[src/rtl/reg_writeback_ctrl_if.sv]
// Register-file writeback bus: ALU result port, load handshake port and the
// merged destination write port with its hazard/idle status.
interface reg_writeback_ctrl_if #(
  parameter int WORD_BITS     = 32,
  parameter int REG_ADDR_BITS = 5,
  parameter int NUM_OF_REG    = 32
);
  logic                     iAluValid;
  logic [REG_ADDR_BITS-1:0] iAluAddr;
  logic [WORD_BITS-1:0]     iAluVal;
  logic                     oAluStall;
  logic                     iLdValid;
  logic                     oLdReady;
  logic [REG_ADDR_BITS-1:0] iLdAddr;
  logic [WORD_BITS-1:0]     iLdVal;
  logic [REG_ADDR_BITS-1:0] oDstAddr;
  logic [WORD_BITS-1:0]     oDstVal;
  logic                     oDstValid;
  logic [NUM_OF_REG-1:0]    oBusyMask;
  logic                     oIdle;

  modport master (
    output iAluValid, iAluAddr, iAluVal, iLdValid, iLdAddr, iLdVal,
    input  oAluStall, oLdReady, oDstAddr, oDstVal, oDstValid, oBusyMask, oIdle
  );

  modport slave (
    input  iAluValid, iAluAddr, iAluVal, iLdValid, iLdAddr, iLdVal,
    output oAluStall, oLdReady, oDstAddr, oDstVal, oDstValid, oBusyMask, oIdle
  );
endinterface

[src/rtl/reg_writeback_ctrl.sv]
// Merges ALU results (priority, unbuffered) and buffered load results into the
// single register-file write port; publishes pending-write mask and idle flag.
module reg_writeback_ctrl #(
  parameter int WORD_BITS     = 32,
  parameter int REG_ADDR_BITS = 5,
  parameter int NUM_OF_REG    = 32,
  parameter int LD_FIFO_DEPTH = 4,
  parameter int STARVE_LIMIT  = 8
) (
  input logic                 clk,
  input logic                 rst,
  reg_writeback_ctrl_if.slave bus
);
  localparam int PTR_BITS    = $clog2(LD_FIFO_DEPTH);
  localparam int CNT_BITS    = PTR_BITS + 1;
  localparam int STARVE_BITS = $clog2(STARVE_LIMIT + 1);

  logic [PTR_BITS-1:0]      rdPtr_q, rdPtr_d, wrPtr_q, wrPtr_d;
  logic [CNT_BITS-1:0]      count_q, count_d;
  logic [STARVE_BITS-1:0]   starve_q, starve_d;
  logic [REG_ADDR_BITS-1:0] addrMem_q [LD_FIFO_DEPTH];
  logic [WORD_BITS-1:0]     valMem_q  [LD_FIFO_DEPTH];
  logic [REG_ADDR_BITS-1:0] dstAddr_q, dstAddr_d;
  logic [WORD_BITS-1:0]     dstVal_q, dstVal_d;
  logic                     dstValid_q, dstValid_d;

  logic                  nonEmpty, forceDrain, ldReady, push, pop, aluWin;
  logic [PTR_BITS-1:0]   slotOff;
  logic [NUM_OF_REG-1:0] busyMask;

  // A forced drain overrides the ALU so a queued load cannot starve forever.
  always_comb begin
    nonEmpty   = (count_q != '0);
    forceDrain = nonEmpty && (starve_q == STARVE_BITS'(STARVE_LIMIT));
    ldReady    = rst && (count_q < CNT_BITS'(LD_FIFO_DEPTH));
    push       = bus.iLdValid && ldReady && (bus.iLdAddr != '0);
    pop        = forceDrain || (!bus.iAluValid && nonEmpty);
    aluWin     = !forceDrain && bus.iAluValid;

    dstValid_d = 1'b0;
    dstAddr_d  = dstAddr_q;
    dstVal_d   = dstVal_q;
    if (pop) begin
      dstValid_d = 1'b1;
      dstAddr_d  = addrMem_q[rdPtr_q];
      dstVal_d   = valMem_q[rdPtr_q];
    end else if (aluWin && (bus.iAluAddr != '0)) begin
      dstValid_d = 1'b1;
      dstAddr_d  = bus.iAluAddr;
      dstVal_d   = bus.iAluVal;
    end

    rdPtr_d = rdPtr_q + PTR_BITS'(pop);
    wrPtr_d = wrPtr_q + PTR_BITS'(push);
    count_d = count_q + CNT_BITS'(push) - CNT_BITS'(pop);

    starve_d = starve_q;
    if (pop || !nonEmpty) begin
      starve_d = '0;
    end else if (aluWin && (starve_q != STARVE_BITS'(STARVE_LIMIT))) begin
      starve_d = starve_q + STARVE_BITS'(1);
    end
  end

  // Slots between the read pointer and read pointer + count hold live entries.
  always_comb begin
    busyMask = '0;
    slotOff  = '0;
    for (int i = 0; i < LD_FIFO_DEPTH; i++) begin
      slotOff = PTR_BITS'(i) - rdPtr_q;
      if ({1'b0, slotOff} < count_q) begin
        busyMask[addrMem_q[i]] = 1'b1;
      end
    end
    if (dstValid_q) begin
      busyMask[dstAddr_q] = 1'b1;
    end
    busyMask[0] = 1'b0;
  end

  always_ff @(posedge clk) begin
    if (!rst) begin
      rdPtr_q    <= '0;
      wrPtr_q    <= '0;
      count_q    <= '0;
      starve_q   <= '0;
      dstAddr_q  <= '0;
      dstVal_q   <= '0;
      dstValid_q <= 1'b0;
    end else begin
      rdPtr_q    <= rdPtr_d;
      wrPtr_q    <= wrPtr_d;
      count_q    <= count_d;
      starve_q   <= starve_d;
      dstAddr_q  <= dstAddr_d;
      dstVal_q   <= dstVal_d;
      dstValid_q <= dstValid_d;
    end
  end

  always_ff @(posedge clk) begin
    if (push) begin
      addrMem_q[wrPtr_q] <= bus.iLdAddr;
      valMem_q[wrPtr_q]  <= bus.iLdVal;
    end
  end

  assign bus.oLdReady  = ldReady;
  assign bus.oAluStall = rst && forceDrain && bus.iAluValid;
  assign bus.oDstAddr  = dstAddr_q;
  assign bus.oDstVal   = dstVal_q;
  assign bus.oDstValid = dstValid_q;
  assign bus.oBusyMask = busyMask;
  assign bus.oIdle     = (count_q == '0) && !dstValid_q;
endmodule

[src/flat_wrapper.sv]
// flat-port wrapper written by rule: the top's interface ports become plain ports
module reg_writeback_ctrl_flat 
#(
  parameter int WORD_BITS     = 32,
  parameter int REG_ADDR_BITS = 5,
  parameter int NUM_OF_REG    = 32,
  parameter int LD_FIFO_DEPTH = 4,
  parameter int STARVE_LIMIT  = 8
)
  (clk, rst, bus_iAluValid, bus_iAluAddr, bus_iAluVal, bus_iLdValid, bus_iLdAddr, bus_iLdVal, bus_oAluStall, bus_oLdReady, bus_oDstAddr, bus_oDstVal, bus_oDstValid, bus_oBusyMask, bus_oIdle);
  reg_writeback_ctrl_if #(.WORD_BITS(WORD_BITS), .REG_ADDR_BITS(REG_ADDR_BITS), .NUM_OF_REG(NUM_OF_REG)) bus_i ();
  input logic clk;
  input logic rst;
  input wire logic [$bits(bus_i.iAluValid)-1:0] bus_iAluValid;
  input wire logic [$bits(bus_i.iAluAddr)-1:0] bus_iAluAddr;
  input wire logic [$bits(bus_i.iAluVal)-1:0] bus_iAluVal;
  input wire logic [$bits(bus_i.iLdValid)-1:0] bus_iLdValid;
  input wire logic [$bits(bus_i.iLdAddr)-1:0] bus_iLdAddr;
  input wire logic [$bits(bus_i.iLdVal)-1:0] bus_iLdVal;
  output wire logic [$bits(bus_i.oAluStall)-1:0] bus_oAluStall;
  output wire logic [$bits(bus_i.oLdReady)-1:0] bus_oLdReady;
  output wire logic [$bits(bus_i.oDstAddr)-1:0] bus_oDstAddr;
  output wire logic [$bits(bus_i.oDstVal)-1:0] bus_oDstVal;
  output wire logic [$bits(bus_i.oDstValid)-1:0] bus_oDstValid;
  output wire logic [$bits(bus_i.oBusyMask)-1:0] bus_oBusyMask;
  output wire logic [$bits(bus_i.oIdle)-1:0] bus_oIdle;
  assign bus_i.iAluValid = bus_iAluValid;
  assign bus_i.iAluAddr = bus_iAluAddr;
  assign bus_i.iAluVal = bus_iAluVal;
  assign bus_i.iLdValid = bus_iLdValid;
  assign bus_i.iLdAddr = bus_iLdAddr;
  assign bus_i.iLdVal = bus_iLdVal;
  assign bus_oAluStall = bus_i.oAluStall;
  assign bus_oLdReady = bus_i.oLdReady;
  assign bus_oDstAddr = bus_i.oDstAddr;
  assign bus_oDstVal = bus_i.oDstVal;
  assign bus_oDstValid = bus_i.oDstValid;
  assign bus_oBusyMask = bus_i.oBusyMask;
  assign bus_oIdle = bus_i.oIdle;
  reg_writeback_ctrl #(.WORD_BITS(WORD_BITS), .REG_ADDR_BITS(REG_ADDR_BITS), .NUM_OF_REG(NUM_OF_REG), .LD_FIFO_DEPTH(LD_FIFO_DEPTH), .STARVE_LIMIT(STARVE_LIMIT)) u_core (.clk(clk), .rst(rst), .bus(bus_i));
endmodule
[config.mk]
export PLATFORM = sky130hd
export DESIGN_NAME = reg_writeback_ctrl_flat
export DESIGN_NICKNAME = d
export VERILOG_FILES = /design/src/rtl/reg_writeback_ctrl_if.sv /design/src/rtl/reg_writeback_ctrl.sv /design/src/flat_wrapper.sv
export SDC_FILE = /design/constraint.sdc
export NUM_CORES = 1
export LEC_CHECK = 0
export ABC_CLOCK_PERIOD_IN_PS = 7470
export CORE_MARGIN = 2
export CORE_UTILIZATION = 53
export DETAILED_ROUTE_END_ITERATION = 7
export PLACE_DENSITY_LB_ADDON = 0.15
export SYNTH_ARGS = -nofsm -noshare
export SYNTH_HDL_FRONTEND = slang
export SYNTH_SLANG_ARGS = --single-unit
[constraint.sdc]
create_clock -name clk -period 7.47 [get_ports clk]
set_input_delay 0.747 -clock clk [delete_from_list [all_inputs] [get_ports clk]]
set_output_delay 0.747 -clock clk [all_outputs]
set_load 0.02 [all_outputs]
==> metrics.txt <==
DP HPWL 17100 um; Final Hold Vio Count 0; Hold Buf Count CTS 0; clk sinks 197; RSZ-0062 raised after global routing no; postcts setup bufs 0; worst r2r src u_core.count_q[2]$_SDFF_PN0_; IO Pins 151; CP max FO 43; ranking of synthesized cells by area edfxtp_1, dfxtp_1, mux4_2, nand2_1, a32oi_1; max-cap viol count 0; P per Cell Area 290 mW/mm^2; Row Count 48; setup TNS 0 ns; antenna cells 0; Tightest Hold Check Type reg2reg; Yosys warnings 0; Post-Synthesis Cell Area 0.00922 mm^2; vias in the first global route 6756; Core ar. 0.0172 mm^2; r2r worst-path depth 12; die area 0.0185 mm^2; DRC viols 0; Fmax 0.204 GHz; total grt overflow 0; initial core utilization 53.6%; H-tree lvl count 4; chip width 136 um; post-cts gate resize count 0; Final period util 65.6%; worst skew pair latency 0.44 ns; Port Buffers 149; ys flop type edfxtp_1; Final ANT Viol Nets 0; GRT Total Usage 27.7%; Worst Max-Slew Pin Slew 1.29 ns; Pleak 3.77 nW; critical path startpoint category register; number of synthesized flops with an enable pin 148; cell with the most instances after synthesis edfxtp_1; Synth Register Bits 197; Routed WL 25100 um; Worst-path clk slew 0.07 ns; crit-path cells xnor2_1 -> ha_1 -> a21oi_1 -> or2_0 -> a32oi_1 -> o211ai_1 -> clkdlybuf4s50_1; Syn Nets 831; Post-synth ARST share 0%; Layout area overhead 23.8%; initial antenna violation count 0; Final min period 4.90 ns; Nets 946; Crit Path Class reg2out; Crit path largest cell delay 0.98 ns; CP arrival 4.15 ns; Slew HR 14.1%; Post-Syn Instances 742; Setup-failing EPs final 0; critical path capture point type output pin; first drt pass iteration count 6; 1st-iter DRT viols 642; CTS tree yes; post-synthesis sequential area ratio 58.9%; Hold Startpoint u_core.bus.oDstVal[4]$_SDFFE_PN0P_; Fin Clk Skew 0.0134 ns; status finished, final reports clean; Yosys top cell area share 48.2%; Die H 136 um; Hold Path End u_core.bus.oDstVal[4]$_SDFFE_PN0P_; clock tree root buffer cell clkbuf_16; Crit path buffers/inverters 1; Slew Viols, Final 0; GP Congestion 1.03; reg-to-reg setup timing slack 4.62 ns; CP delay by family, top simple AND/OR/NAND/NOR gates; RR Endpoint u_core.count_q[2]$_SDFF_PN0_; hold_ws 0.476 ns; Slowest-stage cell, CP or2_0; WL/cell 22.9 um; Yosys top cell by area edfxtp_1; Unique masters post-synth 59; Inserted Clock Buffers 17; layout cells sized above 1 10.7%; Avg Cell Area, Syn 12.4 um^2; via count 6837; CP Data Required Time 6.72 ns; Bufs on Longest Clock Path 2; commonest cells in the netlist edfxtp_1, nand2_1, dfxtp_1, o21ai_0; vias per std cell 6.24; Hold Path Depth 2; largest net degree at the start of global routing 71; Peak supply drop 0.201 mV; first-pass GRT wire length 38100 um
[through the flow]
step	instances	cell area, um^2	setup WS [ns]	util, %	power (mW)
2_1_floorplan	742	9220	2.71	-	2.04
3_3_place_gp	1063	10800	3.16	62.9	2.38
3_5_place_dp	1063	10800	3.08	62.9	2.40
4_1_cts	1095	11400	2.60	66.4	3.31
5_1_grt	1095	11400	2.30	66.4	3.44
6_report	1095	11400	2.57	66.4	3.30
[registers in the layout, indices dropped and copies added, names as in the netlist]
| signal | flops |
|---|---|
| u_core.valMem_q | 128 |
| u_core.count_q | 3 |
| u_core.addrMem_q | 20 |
| u_core.wrPtr_q | 2 |
| u_core.starve_q | 4 |
| u_core.bus.oDstValid | 1 |
| u_core.bus.oDstAddr | 5 |
| u_core.bus.oDstVal | 32 |
| u_core.rdPtr_q | 2 |
[metal layers]
| layer | GRT usage, % | share of wire (%) | wire, um | up-vias |
|---|---|---|---|---|
| li1 | - | - | - | 3089 |
| met1 | 37.6 | 42 | 10500 | 3367 |
| met2 | 44.8 | 49 | 12300 | 333 |
| met3 | 5.97 | 7.0 | 1760 | 48 |
| met4 | 9.49 | 2.2 | 540 | 0 |
| met5 | 0 | 0 | 0 | - |
[layout by cell type (no fill, tap or decap), drive strengths merged, types with 4 or more instances in the layout]
cell type      count
a32oi             33
or3                4
nand4              7
nand3b             4
nor2              26
clkinv             6
o21ai             45
nand2             90
edfxtp           148
o211ai             5
nand2b             7
and3b              7
clkdlybuf4s50    148
nand3             34
clkbuf            18
a21oi              4
ha                10
and3               8
a22oi              5
a211o              4
nor3b              6
a221oi             5
xnor2              4
nor3               8
nor2b             26
buf                9
mux4              37
a31oi             37
and2              12
dfxtp             49
a211oi             5
inv               29
[worst reg2reg max path, cell delays in order, from the launching register on]
cell and delay (ns):
dfxtp_1 0.64, inv_1 0.22, nand3_1 0.27, nand2_2 0.08
inv_1 0.22, ha_1 0.29, inv_1 0.06, ha_1 0.12
inv_1 0.05, fa_1 0.37, xnor2_1 0.14, xnor2_1 0.12
and2_1 0.16
[logic make-up after synthesis]
group	synth area share [%]
multiplexers	9.04
flip-flops	58.9
other	0.0407
adder cells (fa/ha/maj)	1.58
AND/OR/NAND/NOR	13.8
buffers and inverters	3.86
AO/OA/AOI/OAI	12.2
XOR/XNOR	0.665
[worst max-delay path by stage]
stage / to / from / depth (start not counted) / slack, ns
after floorplan: u_core.addrMem_q[0][0]$_DFFE_PP_ / rst / 4 / 2.71
after global placement: bus_oBusyMask[30] / u_core.rdPtr_q[0]$_SDFF_PN0_ / 7 / 3.16
after detailed placement: bus_oBusyMask[30] / u_core.rdPtr_q[0]$_SDFF_PN0_ / 7 / 3.08
after CTS: bus_oBusyMask[30] / u_core.rdPtr_q[0]$_SDFF_PN0_ / 7 / 2.60
after global routing: bus_oBusyMask[24] / u_core.rdPtr_q[0]$_SDFF_PN0_ / 7 / 2.30
final: bus_oBusyMask[30] / u_core.rdPtr_q[0]$_SDFF_PN0_ / 7 / 2.57
[final cells by class]
cell class                      count  area [um^2]
Timing Repair Buffer              157         1550
Clock buffer                       18          429
Multi-Input combinational cell    463         3460
Tap cell                          225          282
Inverter                           21         78.8
Sequential cell                   197         5430
Fill cell                        1251         5770
Clock inverter                     14          178
[where the power goes]
group	leakage [nW]	switching, mW	internal [mW]	total [mW]
Combinational	1.73	0.537	0.449	0.986
Clock	0.294	0.457	0.458	0.914
Sequential	1.75	0.130	1.27	1.40
Power figures use the tool's default switching activity.
==> variant 1 (same flow settings) <==
`dstVal_q` no longer has a reset.
--- a/src/rtl/reg_writeback_ctrl.sv
+++ b/src/rtl/reg_writeback_ctrl.sv
@@ -87,3 +87,2 @@
       dstAddr_q  <= '0;
-      dstVal_q   <= '0;
       dstValid_q <= 1'b0;
@@ -95,5 +94,8 @@
       dstAddr_q  <= dstAddr_d;
-      dstVal_q   <= dstVal_d;
       dstValid_q <= dstValid_d;
     end
+  end
+
+  always_ff @(posedge clk) begin
+    dstVal_q <= dstVal_d;
   end
Behaviour: not the same (a bounded check fails within 4 cycles, from zero or initial values and one cycle with rst low).
==> variant 1 against the original RTL <==
Routed wire length is 8.6% lower; first-iteration DRC count is 16% lower; design area is 1.3% higher; maximum frequency is 1.5% higher; via count is 9.2% lower; setup slack better by 0.073 ns; sequential cell count stayed put; power is 5.9% higher; largest power group unchanged; hold slack worse by 0.0061 ns; die area is 0.83% higher; combinational power is 15% higher; area after synthesis is 0.86% higher; non-clock buffer count is 3 lower.
==> variant 1: results (changes against the original RTL) <==
stage,metric,value,unit,change
clocking,clock buffers created by TritonCTS,17,,unchanged
place,placed cell areas,0.0109,mm^2,was 0.0108 mm^2
clocking,Resized Gates After CTS,0,,unchanged
place,PortBufs,149,,unchanged
pwr,peak supply drop,0.224,mV,was 0.201 mV
cells_and_area,Fillers,1195,,was 1251
clocking,CTS root buf,clkbuf_16,,unchanged
synthesis,most common library cells after synthesis,"edfxtp_1, nor2_1, nand2_1, a22oi_1, nand3_1",,"was edfxtp_1, nand2_1, dfxtp_1, o21ai_0"
sta,clock skew,0.0165,ns,was 0.0134 ns
grt,first-pass GRT wire length,35400,um,was 38100 um
clocking,worst-skew pair later-pin latency,0.44,ns,about the same
clocking,"Reg clk slew, reported paths",0.08,ns,
place,RePlAce Congestion,0.953,,was 1.03
outcome,status,completed,,unchanged
cells_and_area,Antenna diodes,0,,unchanged
pwr,leakage,3.86,nW,was 3.77 nW
worst_setup_path,Worst EP arrival,4.08,ns,was 4.15 ns
grt,grt ovf,0,,unchanged
worst_setup_path,CP max FO,41,,was 43
cells_and_area,max reg flops,128,,unchanged
synthesis,Post-Syn Nets,730,,was 831
synthesis,Yosys cell types,51,,was 59
route,DRT iter0 DRCs,540,,was 642
synthesis,post-synthesis sequential area ratio,61.8,%,was 58.9%
synthesis,Synth Flop Type,edfxtp_1,,unchanged
route,wire length per cell,22.5,um,was 22.9 um
clocking,setup bufs post-CTS,0,,unchanged
place,Post-DP HPWL,15800,um,was 17100 um
grt,Global Route Usage Sum,25.7,%,was 27.7%
cells_and_area,share of layout cells above drive strength 1,15.7,%,was 10.7%
grt,initial antenna violation count,0,,unchanged
clocking,CTS HTree Levels,4,,unchanged
route,drt pass-1 iters,5,,was 6
min_path,worst min-delay path class,reg -> reg,,unchanged
synthesis,post-synthesis async set-or-reset flop share,0,%,unchanged
cells_and_area,Largest Register,u_core.valMem_q,,unchanged
synthesis,top post-synthesis cells by area,"edfxtp_1, mux4_2, dfxtp_1",,"was edfxtp_1, dfxtp_1, mux4_2"
sta,slew at the pin with the worst max-slew slack,1.26,ns,was 1.29 ns
grt,largest net degree at the start of global routing,42,,was 71
cells_and_area,Layout Nets,871,,was 946
grt,vias in the first global route,6268,,was 6756
synthesis,number of synthesized flops with an enable pin,180,,was 148
route,total number of vias,6210,,was 6837
[variant 1: power by group]
group	internal [mW]	switching, mW	leakage (nW)
registers	1.33	0.0940	1.80
clock network	0.469	0.468	0.302
logic	0.528	0.607	1.76
total	2.33	1.17	3.86
[variant 1: layout make-up]
cell class	count	share of cell area (%)
multi-input cells	399	28.7
clock buffers	17	3.68
inverters	13	0.422
well taps	225	2.44
clock inverters	15	1.80
flip-flops and latches	197	49.8
repair buffers	154	13.2
[variant 1: final timing paths]
kind	slack [ns]	cells after the start	end	startpoint
setup / recovery	2.65	7	bus_oBusyMask[18]	u_core.rdPtr_q[1]$_SDFF_PN0_
hold / removal	0.47	1	u_core.starve_q[0]$_SDFFE_PP0P_	u_core.starve_q[0]$_SDFFE_PP0P_
setup reg to reg	4.22	14	u_core.count_q[2]$_SDFF_PN0_	u_core.starve_q[0]$_SDFFE_PP0P_
hold reg to reg	0.47	1	u_core.starve_q[0]$_SDFFE_PP0P_	u_core.starve_q[0]$_SDFFE_PP0P_
[variant 1: metal layers]
layer / share of wire [%] / wire length [um] / track usage, %
met1: 41 / 9510 / 33.8
met2: 49 / 11200 / 42.8
met3: 8.2 / 1890 / 6.64
met4: 1.7 / 391 / 7.12
met5: 0 / 0 / 0
[variant 1: per-stage QoR]
| stage | hold WS [ns] | worst slack, ns | utilization, % | instances | power [mW] |
|---|---|---|---|---|---|
| finish | 0.470 | 2.65 | 67.0 | 1020 | 3.50 |
| global route | 0.503 | 2.34 | 67.0 | 1020 | 3.65 |
| CTS | 0.480 | 2.60 | 67.0 | 1020 | 3.53 |
| detailed placement | 0.459 | 3.05 | 63.3 | 988 | 2.59 |
| global placement | 0.439 | 3.07 | 63.3 | 988 | 2.56 |
| floorplan | 0.430 | 2.79 | - | 641 | 2.23 |
[variant 1: kinds of logic after synthesis]
family / after synthesis / synth area share (%)
buf+inv: 45 / 2.80
other cells: 1 / 0.0403
fa+ha+maj: 11 / 1.56
compound gates: 82 / 7.32
flops: 197 / 61.8
simple gates: 229 / 12.3
xor+xnor: 7 / 0.660
mux: 69 / 13.5
[variant 1: critical path: stages, from the launching register on]
cell	delay (ns)
dfxtp_2	1.04
inv_1	0.10
ha_1	0.32
nor2b_1	0.18
a211oi_2	0.99
a22oi_1	0.24
nand3_1	0.16
clkdlybuf4s50_1	0.61
==> variant 2 (same settings) <==
Without the edit above. `REG_ADDR_BITS` is set to 5 in 3 places; all go to 4.
--- a/src/rtl/reg_writeback_ctrl_if.sv
+++ b/src/rtl/reg_writeback_ctrl_if.sv
@@ -4,3 +4,3 @@
   parameter int WORD_BITS     = 32,
-  parameter int REG_ADDR_BITS = 5,
+  parameter int REG_ADDR_BITS = 4,
   parameter int NUM_OF_REG    = 32
--- a/src/rtl/reg_writeback_ctrl.sv
+++ b/src/rtl/reg_writeback_ctrl.sv
@@ -4,3 +4,3 @@
   parameter int WORD_BITS     = 32,
-  parameter int REG_ADDR_BITS = 5,
+  parameter int REG_ADDR_BITS = 4,
   parameter int NUM_OF_REG    = 32,
--- a/src/flat_wrapper.sv
+++ b/src/flat_wrapper.sv
@@ -4,3 +4,3 @@
   parameter int WORD_BITS     = 32,
-  parameter int REG_ADDR_BITS = 5,
+  parameter int REG_ADDR_BITS = 4,
   parameter int NUM_OF_REG    = 32,
Interface: changed (resized bus_iAluAddr, bus_iLdAddr and bus_oDstAddr); port bits go from 151 to 148. The function was not compared with the original's and may differ.
==> variant 2 against the original RTL <==
Design area fell by 8.4%; first-iteration DRC count fell by 41%; setup slack gained 0.85 ns; register-to-register slack better by 0.14 ns; sequential cell count is 5 lower; global-route usage down 4.8 points; power fell by 3.5%; synthesized cell count down 23%; die area down 8.2%; area after synthesis is 8.5% lower; routed wire length shrank 25%; critical path depth unchanged; critical path type unchanged; largest power group unchanged; highest routed layer unchanged.
==> variant 2: results (changes against the original RTL) <==
stage,metric,value,unit,change
route,Routed WL,18900,um,was 25100 um
synthesis,Yosys cell types,58,,was 59
place,RePlAce Congestion,0.933,,was 1.03
sta,slew at the pin with the worst max-slew slack,0.983,ns,was 1.29 ns
pwr,leakage,3.57,nW,was 3.77 nW
grt,Global Route Usage Sum,22.9,%,was 27.7%
grt,first-pass GRT wire length,28600,um,was 38100 um
sta,clock skew,0.00785,ns,was 0.0134 ns
place,Post-DP HPWL,12800,um,was 17100 um
route,DRT iter0 DRCs,381,,was 642
synthesis,number of synthesized flops with an enable pin,144,,was 148
route,drt pass-1 iters,5,,was 6
synthesis,post-synthesis sequential area ratio,62.7,%,was 58.9%
route,DR vias/cell,5.75,,was 6.24
outcome,status,completed,,unchanged
cells_and_area,share of layout cells above drive strength 1,15.1,%,was 10.7%
worst_setup_path,CP top delay family,compound AO/OA/AOI/OAI gates,,was simple AND/OR/NAND/NOR gates
grt,initial antenna violation count,0,,unchanged
worst_setup_path,R2R depth,11,,was 12
grt,vias in the first global route,5157,,was 6756
synthesis,most common library cells after synthesis,"edfxtp_1, dfxtp_1, mux4_2, o21ai_1, a21oi_1",,"was edfxtp_1, nand2_1, dfxtp_1, o21ai_0"
grt,largest net degree at the start of global routing,70,,was 71
place,PortBufs,130,,was 149
cells_and_area,Fillers,1116,,was 1251
worst_setup_path,Worst EP arrival,3.30,ns,was 4.15 ns
worst_setup_path,CP max FO,7,,was 43
pwr,P_sw,1.01,mW,was 1.12 mW
synthesis,top post-synthesis cells by area,"edfxtp_1, dfxtp_1, mux4_2",,unchanged
min_path,hold path depth,1,,was 2
worst_setup_path,CP max-delay cell,a2111oi_2,,was or2_0
==> variant 2: path summary, 6_finish.rpt <==
path	startpoint	to	slack, ns
setup / recovery	u_core.rdPtr_q[1]$_SDFF_PN0_	bus_oBusyMask[5]	3.42
hold / removal	u_core.starve_q[0]$_SDFFE_PP0P_	u_core.starve_q[0]$_SDFFE_PP0P_	0.48
setup reg to reg	u_core.count_q[2]$_SDFF_PN0_	u_core.count_q[2]$_SDFF_PN0_	4.76
hold reg to reg	u_core.starve_q[0]$_SDFFE_PP0P_	u_core.starve_q[0]$_SDFFE_PP0P_	0.48
==> variant 2: logic make-up after synthesis <==
| group | after synthesis | share of synthesized area (%) |
|---|---|---|
| simple gates | 107 | 7.15 |
| other cells | 1 | 0.0445 |
| xor+xnor | 7 | 0.727 |
| mux | 68 | 13.4 |
| buf+inv | 66 | 4.57 |
| fa+ha+maj | 11 | 1.72 |
| flops | 192 | 62.7 |
| compound gates | 117 | 9.70 |
==> variant 2: power by group through the flow <==
stage	registers [mW]	clock network [mW]	logic, mW
finish	1.31	0.904	0.975
CTS	1.31	0.919	0.984
global route	1.32	0.961	1.05
floorplan	1.38	0	0.621
global placement	1.33	0	0.967
detailed placement	1.33	0	0.977
==> variant 2: area by class of cell <==
type | count | area share [%]
clock inverters | 14 | 1.64
inverters | 17 | 0.611
well taps | 216 | 2.59
repair buffers | 140 | 13.1
flip-flops and latches | 192 | 50.6
multi-input cells | 327 | 27.3
clock buffers | 18 | 4.11
==> variant 2: metal layers <==
layer | routed length, um | global-route usage (%)
met5 | 0 | 0
met4 | 519 | 9.42
met3 | 1220 | 4.51
met2 | 9290 | 37.3
met1 | 7910 | 30.4
==> variant 2: through the flow <==
step           power (mW)  setup WS [ns]  cells  area, um^2  hold WS, ns
2_1_floorplan        2.00           2.78    585        8490        0.430
3_3_place_gp         2.29           3.81    892        9850        0.440
3_5_place_dp         2.31           3.90    892        9850        0.460
4_1_cts              3.21           3.43    924       10400        0.484
5_1_grt              3.33           3.25    924       10400        0.518
6_report             3.19           3.42    924       10400        0.479
